===== config.mk =====
export PLATFORM = sky130hd
export DESIGN_NAME = spi_transaction_fsm
export DESIGN_NICKNAME = d
export VERILOG_FILES = /design/src/rtl/spi_transaction_fsm_pkg.sv /design/src/rtl/spi_bit_counter.sv /design/src/rtl/spi_transaction_fsm.sv
export SDC_FILE = /design/constraint.sdc
export NUM_CORES = 1
export LEC_CHECK = 0
export CAP_MARGIN = 10
export CORE_UTILIZATION = 50
export DETAILED_ROUTE_END_ITERATION = 10
export PLACE_DENSITY = 0.8
export SYNTH_ARGS = -nofsm -noshare
export SYNTH_HDL_FRONTEND = slang
export SYNTH_SLANG_ARGS = --single-unit

===== constraint.sdc =====
create_clock -name clk -period 2.11 [get_ports clk]
set_input_delay 0.211 -clock clk [delete_from_list [all_inputs] [get_ports clk]]
set_output_delay 0.211 -clock clk [all_outputs]
set_load 0.01 [all_outputs]

===== src/rtl/spi_transaction_fsm_pkg.sv =====
// Shared definitions for the SPI memory-slave transaction controller:
// state encodings and the R/W bit polarity.
package spi_transaction_fsm_pkg;

    typedef enum logic [3:0] {
        StIdle        = 4'd0,
        StGet         = 4'd1,
        StGot         = 4'd2,
        StReadWait    = 4'd3,
        StReadLoad    = 4'd4,
        StReadShift   = 4'd5,
        StWriteGet    = 4'd6,
        StWriteCommit = 4'd7,
        StDone        = 4'd8
    } state_e;

    localparam logic RwRead = 1'b1;

endpackage


===== src/rtl/spi_bit_counter.sv =====
// Frame bit counter: synchronous clear has priority over increment, and the
// count saturates at WIDTH so it never wraps inside a frame.
module spi_bit_counter #(
    parameter int unsigned WIDTH = 8,
    parameter int unsigned CNT_W = 4
) (
    input  logic             clk,
    input  logic             reset_n,
    input  logic             clear,
    input  logic             inc,
    output logic [CNT_W-1:0] count
);

    localparam logic [CNT_W-1:0] MaxCnt = CNT_W'(WIDTH);

    logic [CNT_W-1:0] count_d;
    logic [CNT_W-1:0] count_q;

    always_comb begin
        count_d = count_q;
        if (clear) begin
            count_d = '0;
        end else if (inc && (count_q != MaxCnt)) begin
            count_d = count_q + CNT_W'(1);
        end
    end

    always_ff @(posedge clk or negedge reset_n) begin
        if (!reset_n) begin
            count_q <= '0;
        end else begin
            count_q <= count_d;
        end
    end

    assign count = count_q;

endmodule


===== src/rtl/spi_transaction_fsm.sv =====
// Transaction sequencer for the SPI memory slave: address frame, then either a
// memory write or a shift-register load followed by MISO drive for the read frame.
module spi_transaction_fsm
    import spi_transaction_fsm_pkg::*;
#(
    parameter int unsigned WIDTH = 8,
    parameter int unsigned CNT_W = 4
) (
    input  logic       clk,
    input  logic       reset_n,
    input  logic       csConditioned,
    input  logic       sclkPosEdge,
    input  logic       sclkNegEdge,
    input  logic       rwBit,
    output logic       addrWe,
    output logic       dmWe,
    output logic       srWe,
    output logic       misoBufferEn,
    output logic [3:0] state
);

    // A frame ends on the strobe that takes the count from WIDTH-1 to WIDTH.
    localparam logic [CNT_W-1:0] LastCnt = CNT_W'(WIDTH - 1);

    state_e           state_d;
    state_e           state_q;
    logic             cnt_clear;
    logic             cnt_inc;
    logic [CNT_W-1:0] cnt;

    logic addr_we_q;
    logic dm_we_q;
    logic sr_we_q;
    logic miso_en_q;

    spi_bit_counter #(
        .WIDTH (WIDTH),
        .CNT_W (CNT_W)
    ) u_bit_counter (
        .clk     (clk),
        .reset_n (reset_n),
        .clear   (cnt_clear),
        .inc     (cnt_inc),
        .count   (cnt)
    );

    always_comb begin
        state_d   = state_q;
        cnt_clear = 1'b0;
        cnt_inc   = 1'b0;
        // Chip-select release aborts from anywhere and beats every other transition.
        if ((state_q != StIdle) && csConditioned) begin
            state_d   = StIdle;
            cnt_clear = 1'b1;
        end else begin
            case (state_q)
                StIdle: begin
                    cnt_clear = 1'b1;
                    if (!csConditioned) begin
                        state_d = StGet;
                    end
                end
                StGet: begin
                    if (sclkPosEdge) begin
                        cnt_inc = 1'b1;
                        if (cnt == LastCnt) begin
                            state_d = StGot;
                        end
                    end
                end
                StGot: begin
                    cnt_clear = 1'b1;
                    state_d   = (rwBit == RwRead) ? StReadWait : StWriteGet;
                end
                StReadWait: begin
                    state_d = StReadLoad;
                end
                StReadLoad: begin
                    cnt_clear = 1'b1;
                    state_d   = StReadShift;
                end
                StReadShift: begin
                    if (sclkNegEdge) begin
                        cnt_inc = 1'b1;
                        if (cnt == LastCnt) begin
                            state_d = StDone;
                        end
                    end
                end
                StWriteGet: begin
                    if (sclkPosEdge) begin
                        cnt_inc = 1'b1;
                        if (cnt == LastCnt) begin
                            state_d = StWriteCommit;
                        end
                    end
                end
                StWriteCommit: begin
                    state_d = StDone;
                end
                StDone: begin
                    state_d = StDone;
                end
                default: begin
                    state_d   = StIdle;
                    cnt_clear = 1'b1;
                end
            endcase
        end
    end

    // Outputs are registered from the next state, so they track state_q exactly (Moore).
    always_ff @(posedge clk or negedge reset_n) begin
        if (!reset_n) begin
            state_q   <= StIdle;
            addr_we_q <= 1'b0;
            dm_we_q   <= 1'b0;
            sr_we_q   <= 1'b0;
            miso_en_q <= 1'b0;
        end else begin
            state_q   <= state_d;
            addr_we_q <= (state_d == StGot);
            dm_we_q   <= (state_d == StWriteCommit);
            sr_we_q   <= (state_d == StReadLoad);
            miso_en_q <= (state_d == StReadShift);
        end
    end

    assign addrWe       = addr_we_q;
    assign dmWe         = dm_we_q;
    assign srWe         = sr_we_q;
    assign misoBufferEn = miso_en_q;
    assign state        = state_q;

endmodule

* Word level (Yosys, flattened, before mapping)
Index checks and enable logic that the tools add are counted.
** Operators by class
- Equality and inequality tests :: 14
- Muxes and demuxes :: 18
- Reductions and logical operators :: 8
- $add $sub $neg :: 1
** Operator list (count)
- 4-bit two-way mux :: 10
- 4-bit by 3-bit equality test with 1-bit output (second input constant) :: 8
- 4-bit case mux with 8 select lines :: 1
- 4-bit by 2-bit equality test with 1-bit output (second input constant) :: 3
- 6-bit OR reduction :: 1
- 1-bit two-way mux :: 5
- 4-bit by 1-bit adder with 4-bit output (second input constant) :: 1
- 4-bit by 1-bit equality test with 1-bit output (second input constant) :: 1
- 4-bit equality test (second input constant) :: 1
- 4-bit zero test :: 1
- 4-bit != test (second input constant) :: 1
- 4-bit nonzero test :: 1
- 2-bit OR reduction :: 2
- 3-bit two-way mux :: 1
- 1-bit logical AND :: 2
- 1-bit case mux with 2 select lines :: 1
- 2-bit nonzero test :: 1
** Word-level totals
- Register bits :: 12
- Output and inout bits :: 8
- Bits of input ports :: 6
- Logic and storage cells :: 47

* Logic depth before layout (Yosys ltp)
Gate-level depths: netlist of the first run.
- Depth in word-level cells :: 7
- Depth in mapped cells :: 6
- Depth with buffers taken out :: 6

* By module
A second synthesis of the first run with hierarchy kept.
** Unflattened totals
- Cells, all modules :: 74
- Area, all modules :: 773.2 um^2
** Modules (own cells, without submodules)
- spi_transaction_fsm :: seq. area each 200.2 um^2, times used 1, area an instance 544.3 um^2, cells an instance 51
- spi_bit_counter :: seq. area each 100.1 um^2, times used 1, area an instance 229.0 um^2, cells an instance 23

* Worst setup path after synthesis of the first run
No wires, ideal clock.
- Path kind :: register to register
- Start :: reg state_q[2], in the netlist state[2]
- End :: reg u_bit_counter.count_q[2], in the netlist u_bit_counter.count[2]
- Period minus slack after synthesis :: 1.507 ns
- Data arrival time :: 1.427 ns
- Cell stages (with the launch flop) :: 6
- Required time :: 2.031 ns
- Path buffers :: 1
- Slack :: 0.603 ns
- Library setup time :: 0.079 ns
- Cells stage by stage :: dfrtp_1 > buf_6 > or4b_4 > o22ai_4 > nand2b_1 > mux2i_1
** On the way
- Cells in the longest elaborated chain, start to end :: 6
- Elaborated cells between the ends (all ways) :: 17
- Those cells by class :: eq/ne: 6; mux: 5; reduce/logical: 6
** Ends and longest elaborated chain
- start, declared :: line spi_transaction_fsm.sv:26 : state_e state_q;
- start signal, assigned :: line spi_transaction_fsm.sv:115 : state_q <= StIdle;
- start signal, assigned :: line spi_transaction_fsm.sv:121 : state_q <= state_d;
- 4-bit by 3-bit equality test with 1-bit output or 4-bit by 1-bit equality test with 1-bit output (tied branches) :: line spi_transaction_fsm.sv:56 : case (state_q)
- 2-bit OR reduction (no source line)
- 1-bit case mux with 2 select lines :: line spi_transaction_fsm.sv:56
- 1-bit two-way mux :: line spi_transaction_fsm.sv:52 : if ((state_q != StIdle) && csConditioned) begin
- 1-bit logical AND :: line spi_bit_counter.sv:23 : end else if (inc && (count_q != MaxCnt)) begin
- 2-bit nonzero test (no source line)
- end signal, assigned :: line spi_bit_counter.sv:32 : count_q <= count_d;
- end, declared :: line spi_bit_counter.sv:17 : logic [CNT_W-1:0] count_q;
Several ways; a longest one is shown, not always the timed one.
A chain may end at the register's enable or synchronous reset.

* Worst setup path after layout of the first run
- Start :: reg state_q[2], in the netlist state[2]
- End :: out state[2]
** RTL lines
- end, declared :: line spi_transaction_fsm.sv:19 : output logic [3:0] state
No word-level cell between the ends.

==> results of run 1 <==
## where the power goes
group | internal [mW] | total [mW] | switching, mW | leakage (nW)
Clock | 0.105 | 0.190 | 0.0846 | 0.0210
Combinational | 0.0190 | 0.0404 | 0.0214 | 0.191
Sequential | 0.232 | 0.236 | 0.00477 | 0.165
Total | 0.356 | 0.467 | 0.111 | 0.377
## Yosys cell counts (2+ instances only)
cell type | number | area share
sky130_fd_sc_hd__and4b_1 | 2 | 0.026
sky130_fd_sc_hd__a21oi_1 | 3 | 0.020
sky130_fd_sc_hd__buf_2 | 2 | 0.013
sky130_fd_sc_hd__nor3_1 | 4 | 0.026
sky130_fd_sc_hd__ha_1 | 2 | 0.033
sky130_fd_sc_hd__nand2_1 | 9 | 0.045
sky130_fd_sc_hd__mux2i_1 | 4 | 0.053
sky130_fd_sc_hd__o31a_1 | 2 | 0.023
sky130_fd_sc_hd__nor2_1 | 6 | 0.030
sky130_fd_sc_hd__nand3_1 | 2 | 0.013
sky130_fd_sc_hd__o21ai_0 | 2 | 0.013
sky130_fd_sc_hd__o21a_1 | 2 | 0.020
sky130_fd_sc_hd__nand3b_1 | 2 | 0.020
sky130_fd_sc_hd__nor4_1 | 2 | 0.017
sky130_fd_sc_hd__nand4b_1 | 2 | 0.023
sky130_fd_sc_hd__dfrtp_1 | 12 | 0.40
sky130_fd_sc_hd__inv_1 | 5 | 0.025
## routing by layer
| metal | wire [um] | part of all wire | vias to the layer above | track usage |
|---|---|---|---|---|
| li1 | - | - | 326 | - |
| met1 | 803 | 0.50 | 301 | 0.3481 |
| met2 | 682 | 0.42 | 17 | 0.3086 |
| met3 | 84 | 0.052 | 5 | 0.04891 |
| met4 | 34 | 0.021 | 0 | 0.1250 |
| met5 | 0 | 0 | - | 0 |
## cell type report
cell class                 instances  area, um2  share of cell area
clock buffer                       4      36.28             0.03973
tap                               15      18.77             0.02055
sequential                        12      300.3              0.3288
multi-input combinational         60      409.1              0.4479
inverter                           5      18.77             0.02055
timing repair buffer              13      130.1              0.1425
## flip-flops by register name, summed over array words and instances, names as in the netlist
name	count
misoBufferEn	1
srWe	1
dmWe	1
u_bit_counter.count	4
state	4
addrWe	1
## how the worst max path moves through the flow
stage / end / slack [ns] / depth (start not counted) / from
2_1_floorplan: u_bit_counter.count[2] / 0.60 / 5 / state[2]
3_3_place_gp: srWe / 0.35 / 6 / sclkNegEdge
3_5_place_dp: misoBufferEn / 0.37 / 4 / csConditioned
4_1_cts: state[2] / 0.31 / 1 / state[2]
5_1_grt: misoBufferEn / 0.26 / 4 / state[2]
6_report: state[2] / 0.30 / 1 / state[2]
## cell families after synthesis
logic type,count (synthesis),synth area share
AOI/OAI and AO/OA,19,0.1934
and+or+nand+nor,35,0.2612
DFF,12,0.3967
adders and majority gates,2,0.03305
buffers and inverters,9,0.06282
muxes,4,0.05289
==> flow_results.org, run 1 <==
** Die
- The initial utilization of the core area, before any placement, comes to 0.5607.
- I/O pin count :: 14
- Standard-cell rows :: 13
- The floorplan step defined a die boundary enclosing about 0.0017 mm2.
- Horizontal extent of the die :: 40.91 um
- Core area :: roughly 0.0014 mm2
- The die is approximately 41 um tall.

** Timing
- Final hold violation count :: 0
- Post-route clock period utilization :: 0.8586
- On the final layout, the worst hold slack is 0.2729 ns.
- Final critical-path required period :: ~1.8 ns
- Setup violations remaining at the end of the flow were counted as 0.
- Achievable Freq :: about 550 MHz
- Slew @ Worst Pin :: between 0.6 and 0.7 ns
- Final-layout setup total negative slack :: 0 ns
- The final number of max-transition violations came to 0.
- Worst slew margin relative to its limit :: 0.5837
- Worst Setup Slack, final :: between 0.2 and 0.3 ns
- Final setup skew :: roughly 0.0087 ns
- Setup repair after global routing left no endpoint under its margin.

** Worst hold path
- Worst hold path type :: input pin to asynchronous set/reset pin

** CTS
- Total clock buffers created by CTS :: 3
- After clock tree synthesis, the repair step resized 0 gates.
- The cell sitting at the root of the clock tree is a sky130_fd_sc_hd__clkbuf_4.
- Counting every sink on the clock net gives 12.
- In this run, post-CTS hold repair placed 0 buffers.
- Clock transition at the registers of the reported paths :: 0.08 ns
- At the later pin of the worst-skew pair, clock insertion delay measures ~0.29 ns.
- Once the clock tree was built, the setup fixing pass inserted 0 buffers.
- CTS tree :: yes
- H-tree depth reported by CTS :: 1
- No sink is reached through more buffers than the 2 on the longest clock path.

** Detailed routing
- The pre-antenna-repair detailed-routing pass consisted of 4 iterations.
- Remaining number of nets flagged by the antenna check after routing :: 0
- Residual DRC count :: 0
- Final routed wire length divided by cell count :: 14.72 um
- Iter 0 DRT Violations :: 12
- Vias after detailed routing :: around 650
- Average vias per placed instance :: between 5 and 6
- Final WL :: ~1600 um

** Placement
- Area post-placement :: 877.1 um2
- During placement, the flow inserted port buffers numbering 13.
- The congestion estimate from routability-driven global placement came to approximately 0.8.
- DPL Wire Length :: 1199 um
- After detailed placement, the design holds a cell count of about 110.
- Pre-CTS setup slack :: 0.3668 ns

** Worst setup path
- The setup check on the worst reg-to-reg path leaves a slack of ~0.4 ns.
- Buffering stage count on the worst path with inverters included :: 1
- In this run the critical register-to-register path is launched from state[1].
- For this run, the slowest stage of the critical path takes ~0.68 ns.
- Cell breakdown of the critical path :: clkdlybuf4s50_1
- Broken down by cell family, the worst path's largest delay share belongs to flip-flops.
- Along the worst path, the maximum fanout reaches 17.
- Category of the most critical setup path :: flop to output pin
- Critical R2R Capture :: u_bit_counter.count[2]
- Critical Path Start Type :: flop
- Counting cells, the worst reg-to-reg path comes to 4.
- STA classifies the critical path endpoint as an output pin.
- Critical-path top delay cell :: sky130_fd_sc_hd__dfrtp_1
- Data required time of the worst path :: 1.90 ns
- STA puts the critical path data arrival time at between 1.5 and 2 ns.

** Logic synthesis
- Among all flip-flop cells after synthesis, the most frequent one is sky130_fd_sc_hd__dfrtp_1.
- In this run, synthesis inferred 0 flip-flops with an integrated enable.
- Counting flops and latches in the post-synthesis netlist gives 12.
- Counting distinct cell types in the post-synthesis netlist gives 35.
- Of all flip-flops after synthesis, the portion carrying an async set or reset was 1.000.
- Average cell area after synthesis :: 9.345 um2
- Post-Synthesis Net Count :: about 90
- The cell area that synthesis handed to floorplanning was about 760 um2.
- Part of the Yosys area used for sequential elements :: 0.3967
- After technology mapping, the gate count stands at 81.
- Syn. warnings :: 0

** Global route
- Initial antenna violation count :: 0
- The first global-routing pass estimated between 2000 and 2500 um of wire.
- Total global-route track usage :: 0.2338
- Vias in the first global route :: ~520
- Pin count of the biggest net entering global routing :: 18
- Grt total ovfl :: 0

** Power
- For this design the ratio of total power to cell area is 510.7 mW/mm2.
- IR drop worst, VDD :: 395.5 uV
- After layout, the design draws a total of 0.4665 mW.
- Leakage power figure :: between 0.3 and 0.4 nW

** Cells and area
- After routing the design area is 913.4 um2.
- Relative to the synthesized area, the layout overhead comes to 20.66%.
- Layout Cells excl Fill :: between 100 and 150
- Share of final-layout standard cells stronger than drive strength 1 :: 0.06383
- Leaving out fill and tap cells, the most frequent cells in the layout are sky130_fd_sc_hd__clkdlybuf4s50_1 (13), sky130_fd_sc_hd__dfrtp_1 (12), sky130_fd_sc_hd__nand2_1 (9).
- Number of antenna repair diodes :: 0
- Most common cell after layout, fill and taps aside :: sky130_fd_sc_hd__clkdlybuf4s50_1
- Net count reported at finish :: 103
- Total of fill cells in the finished design :: roughly 110
- Post-Route Utilization :: 0.6766

** Run status
- Result of the run :: finished clean

** Job
- Across the run, the number of max-cap violations was 0.
Power figures use the tool's default switching activity.
==> inputs of run 2 (changes only) <==
- HOLD_SLACK_MARGIN: not set -> 0.08
==> results of run 2 <==
No change in the layout: final DEF, timing and power equal those of run 1.
==> inputs of run 3 (changes only) <==
- ABC_AREA: not set -> 1
- PLACE_DENSITY: 0.8 -> not set
- PLACE_DENSITY_LB_ADDON: not set -> 0.05
==> run 3 against run 2 <==
Compared with the run above: the flow now finishes with violations (DRC); global-route usage shrank 3.0 points; design area up 16%; clock skew decreased by 0.0071 ns; via count is 13% higher; routed wire length rose by 3.1%; setup slack better by 0.22 ns; final cell count rose by 33%; utilization down 0.43 points; clock power is 7% lower; hold slack worse by 0.00071 ns; register-to-register slack improved by 0.24 ns; highest routed layer unchanged.
==> flow_results.org, run 3 <==
** Run status
- The run finished, with violations left.
- The checks that failed: DRC.

** Worst setup path
- Critical R2R Capture :: addrWe
- Data on the critical path is required at its endpoint by between 1.5 and 2 ns.
- Critical Path AT :: between 1 and 1.5 ns
- The worst setup path is launched from a flop.
- The critical path ends at state[0].
- The setup path with the least slack is of type flop to output pin.
- Largest delay contributor family on the critical path :: buffers and inverters
- On the worst path, the slowest cell contributes a delay of ~0.60 ns.
- The worst setup path is captured at an output pin.
- Of all nets on the critical path, the largest fanout is 7.
- Among all stages on the critical path, the largest delay is contributed by sky130_fd_sc_hd__clkdlybuf4s50_1.
- Tracing the worst setup path back leads to its startpoint at state[0].
- Cell breakdown of the critical path :: clkdlybuf4s50_1
- In this run the number of cells on the critical path is 1.
- R2r startpoint :: u_bit_counter.count[1]
- Counting cells, the worst reg-to-reg path comes to 9.
- Register-to-register setup slack :: about 0.64 ns
- Together, buffers and inverters on the worst path number 1.

** Cells and area
- Footprint of the multi-input gates :: about 500 um2
- Share of final-layout standard cells stronger than drive strength 1 :: 0.2326
- Commonest cells after routing, fill and taps aside :: sky130_fd_sc_hd__nand2_1 (26), sky130_fd_sc_hd__inv_1 (14), sky130_fd_sc_hd__clkdlybuf4s50_1 (13)
- Post-Route Utilization :: 0.6722
- Leaving out fill and tap cells, the most frequent cell in the layout is sky130_fd_sc_hd__nand2_1.
- The finished layout holds ~150 standard cells, fillers aside.
- For this run, the post-layout net count is roughly 140.
- 0 antenna diodes ended up in the layout.
- The finished cells cover 0.001060 mm2.
- Sequential Area :: 300.3 um2
- Relative to the synthesized area, the layout overhead comes to 21.35%.
- The filler cells instantiated in the layout total roughly 130.

** Logic synthesis
- Of all cell types, the one taking the most synthesized area is sky130_fd_sc_hd__dfrtp_1.
- Among all flip-flop cells after synthesis, the most frequent one is sky130_fd_sc_hd__dfrtp_1.
- In this run, distinct cell masters in the synthesized netlist total 25.
- Async set-or-reset flop fraction in the synthesized netlist :: 1.000
- In this run, synthesis inferred 0 flip-flops with an integrated enable.
- Yosys top cell area share :: 0.3438
- Syn. warnings :: 0
- Post-Synthesis Net Count :: 120
- Synthesis handed over a netlist of around 110 instances.
- Average cell area after synthesis :: a little under 8 um2
- Ranked by total cell area, the synthesized netlist is headed by sky130_fd_sc_hd__dfrtp_1 (34%), sky130_fd_sc_hd__nand2_1 (11%), sky130_fd_sc_hd__nor2_4 (9.0%).
- Syn Std Cell Area :: between 800 and 900 um2
- By count the netlist is led by sky130_fd_sc_hd__nand2_1 (26), sky130_fd_sc_hd__inv_1 (14), sky130_fd_sc_hd__dfrtp_1 (12), sky130_fd_sc_hd__nor2_1 (12), sky130_fd_sc_hd__nand3_1 (8).
- Part of the Yosys area used for sequential elements :: 0.3438
- Seq cells post-synth :: 12
- Top-count cell post-synth :: sky130_fd_sc_hd__nand2_1

** Timing
- Derived from the worst setup path, the maximum achievable clock frequency is 630.0 MHz.
- Slew @ Worst Pin :: approximately 0.50 ns
- Final setup viols :: 0
- Measured against its own limit, the worst slew margin works out to 0.6659.
- The final count of hold timing violations is 0.
- Setup slack on the critical path of the routed design comes to between 0.5 and 0.6 ns.
- The routed design could run at a clock period as short as between 1.5 and 2 ns.
- On the final layout, the worst hold slack is 0.2722 ns.
- Unrepaired setup endpoints after global routing :: false
- Post-route clock period utilization :: 0.7522
- After routing, the total negative slack on setup checks comes to 0 ns.
- Final setup skew :: approximately 0.0016 ns
- Number of pins with negative max-slew slack in the final report :: 0

** Power
- Areal power density over the cells :: just under 800 mW/mm2
- IR drop worst, VDD :: around 550 uV
- The analysis attributes to cell leakage a power of ~0.55 nW.
- Summing internal, switching and leakage power gives slightly above 0.8 mW.

** CTS
- CTS resizes :: 0
- After clock tree synthesis, the flow added hold-fix buffers numbering 0.
- H-tree depth reported by CTS :: 1
- TritonCTS built the clock tree.
- For this design, the sink count on the clock tree is 12.
- Clock transition at the registers of the reported paths :: approximately 0.070 ns
- CTS Root Buffer Type :: sky130_fd_sc_hd__clkbuf_4
- At the later pin of the worst-skew pair, clock insertion delay measures approximately 0.27 ns.
- Total clock buffers created by CTS :: 3
- In this run the post-CTS setup repair buffer count came out at 0.
- The longest clock path from root to sink contains 2 buffers.

** Die
- Horizontal extent of the die :: ~44 um
- The region available for standard cell placement spans between 0.0015 and 0.002 mm2.
- DIE HEIGHT :: between 40 and 50 um
- Initial cell density of the core :: 0.5540
- I/O pin count :: 14
- Standard-cell rows :: 14
- The die covers ~0.0019 mm2.

** Job
- MaxCap Viol Count :: 0

** Global route
- Wire length of the first global-routing pass :: 2842 um
- For met2 alone, demand over resource in global routing was 0.3403.
- Initial antenna violation count :: 0
- The number of global-route vias before repair came to roughly 740.
- Grt met3 use :: 0.03750
- In the global route stage, overall resource usage came out at 0.2042.
- Pin count of the biggest net entering global routing :: 13
- GRT Max-Usage Layer :: met2
- Grt total ovfl :: 0
- Met1 track utilization from global routing :: 0.2473

** Placement
- Buffers added on ports :: 13
- After detailed placement, the design holds a cell count of ~140.
- The HPWL after detailed placement is 1389 um.
- Prior to clock tree synthesis, the placed netlist has a worst setup slack of 0.6207 ns.
- Routability-driven placement finished with a final weighted congestion of 0.8961.
- The placed instances occupy a cell area of a little over 0.001 mm2.

** Worst hold path
- The min-delay analysis places its worst path in the category input pin to asynchronous set/reset pin.

** Detailed routing
- For this run, design rule violations remaining after detail routing come to 2.
- Final WL :: 1655 um
- Average vias per placed instance :: about 5.1
- In this run the remaining antenna-violating nets after routing total 0.
- After detailed routing, the average wire length per cell comes to 11.41 um.
- Iter 0 DRT Violations :: 8
- The pre-antenna-repair detailed-routing pass consisted of 7 iterations.
- The routed layout has 736 vias.
## run 3: cell types whose count changed in the layout (fill, tap and decap cells not counted), sizes merged, moves of 2 or more
| cell | before | now |
|---|---|---|
| inv | 5 | 19 |
| o31a | 2 | 0 |
| nand2 | 9 | 32 |
| o21a | 2 | 0 |
| nand4b | 2 | 0 |
| nor3 | 4 | 1 |
| and4b | 2 | 0 |
| nor2 | 6 | 22 |
| nand3 | 2 | 10 |
| nor4 | 2 | 0 |
| mux2i | 4 | 0 |
## run 3: worst register-to-register path, delay by kind of cell (launching register included)
kind	cells	cell delay, ns
and+or+nand+nor	7	0.76
DFF	1	0.39
buffers and inverters	1	0.06
adders and majority gates	1	0.20
## run 3: how the worst min path moves through the flow
stage	startpoint	end	slack, ns	cells past startpoint
detailed placement	reset_n	dmWe	0.57	1
finish	reset_n	state[3]	0.27	1
global placement	u_bit_counter.count[1]	u_bit_counter.count[1]	0.57	2
global route	reset_n	state[3]	0.31	1
CTS	reset_n	state[1]	0.27	1
floorplan	reset_n	addrWe	-0.08	0
## run 3: layout make-up
| cell class | instances | share of cell area |
|---|---|---|
| clock buffer | 4 | 0.03424 |
| inverter | 19 | 0.06730 |
| multi-input combinational | 81 | 0.4734 |
| sequential | 12 | 0.2834 |
| tap | 16 | 0.01889 |
| timing repair buffer | 13 | 0.1228 |
## run 3: logic make-up after synthesis
group	synth area share
compound gates	0.06590
simple gates	0.4599
xor+xnor	0.02006
flops	0.3438
buf+inv	0.08166
fa+ha+maj	0.02865
## run 3: where the power goes
part           internal (mW)  switching, mW
Sequential             0.248         0.0337
Combinational          0.130          0.229
Clock                  0.105         0.0719
## run 3: routing by layer
layer  part of all wire  wire length (um)
met1               0.44               725
met4              0.022                36
met3              0.038                63
met2               0.50               830
met5                  0                 0
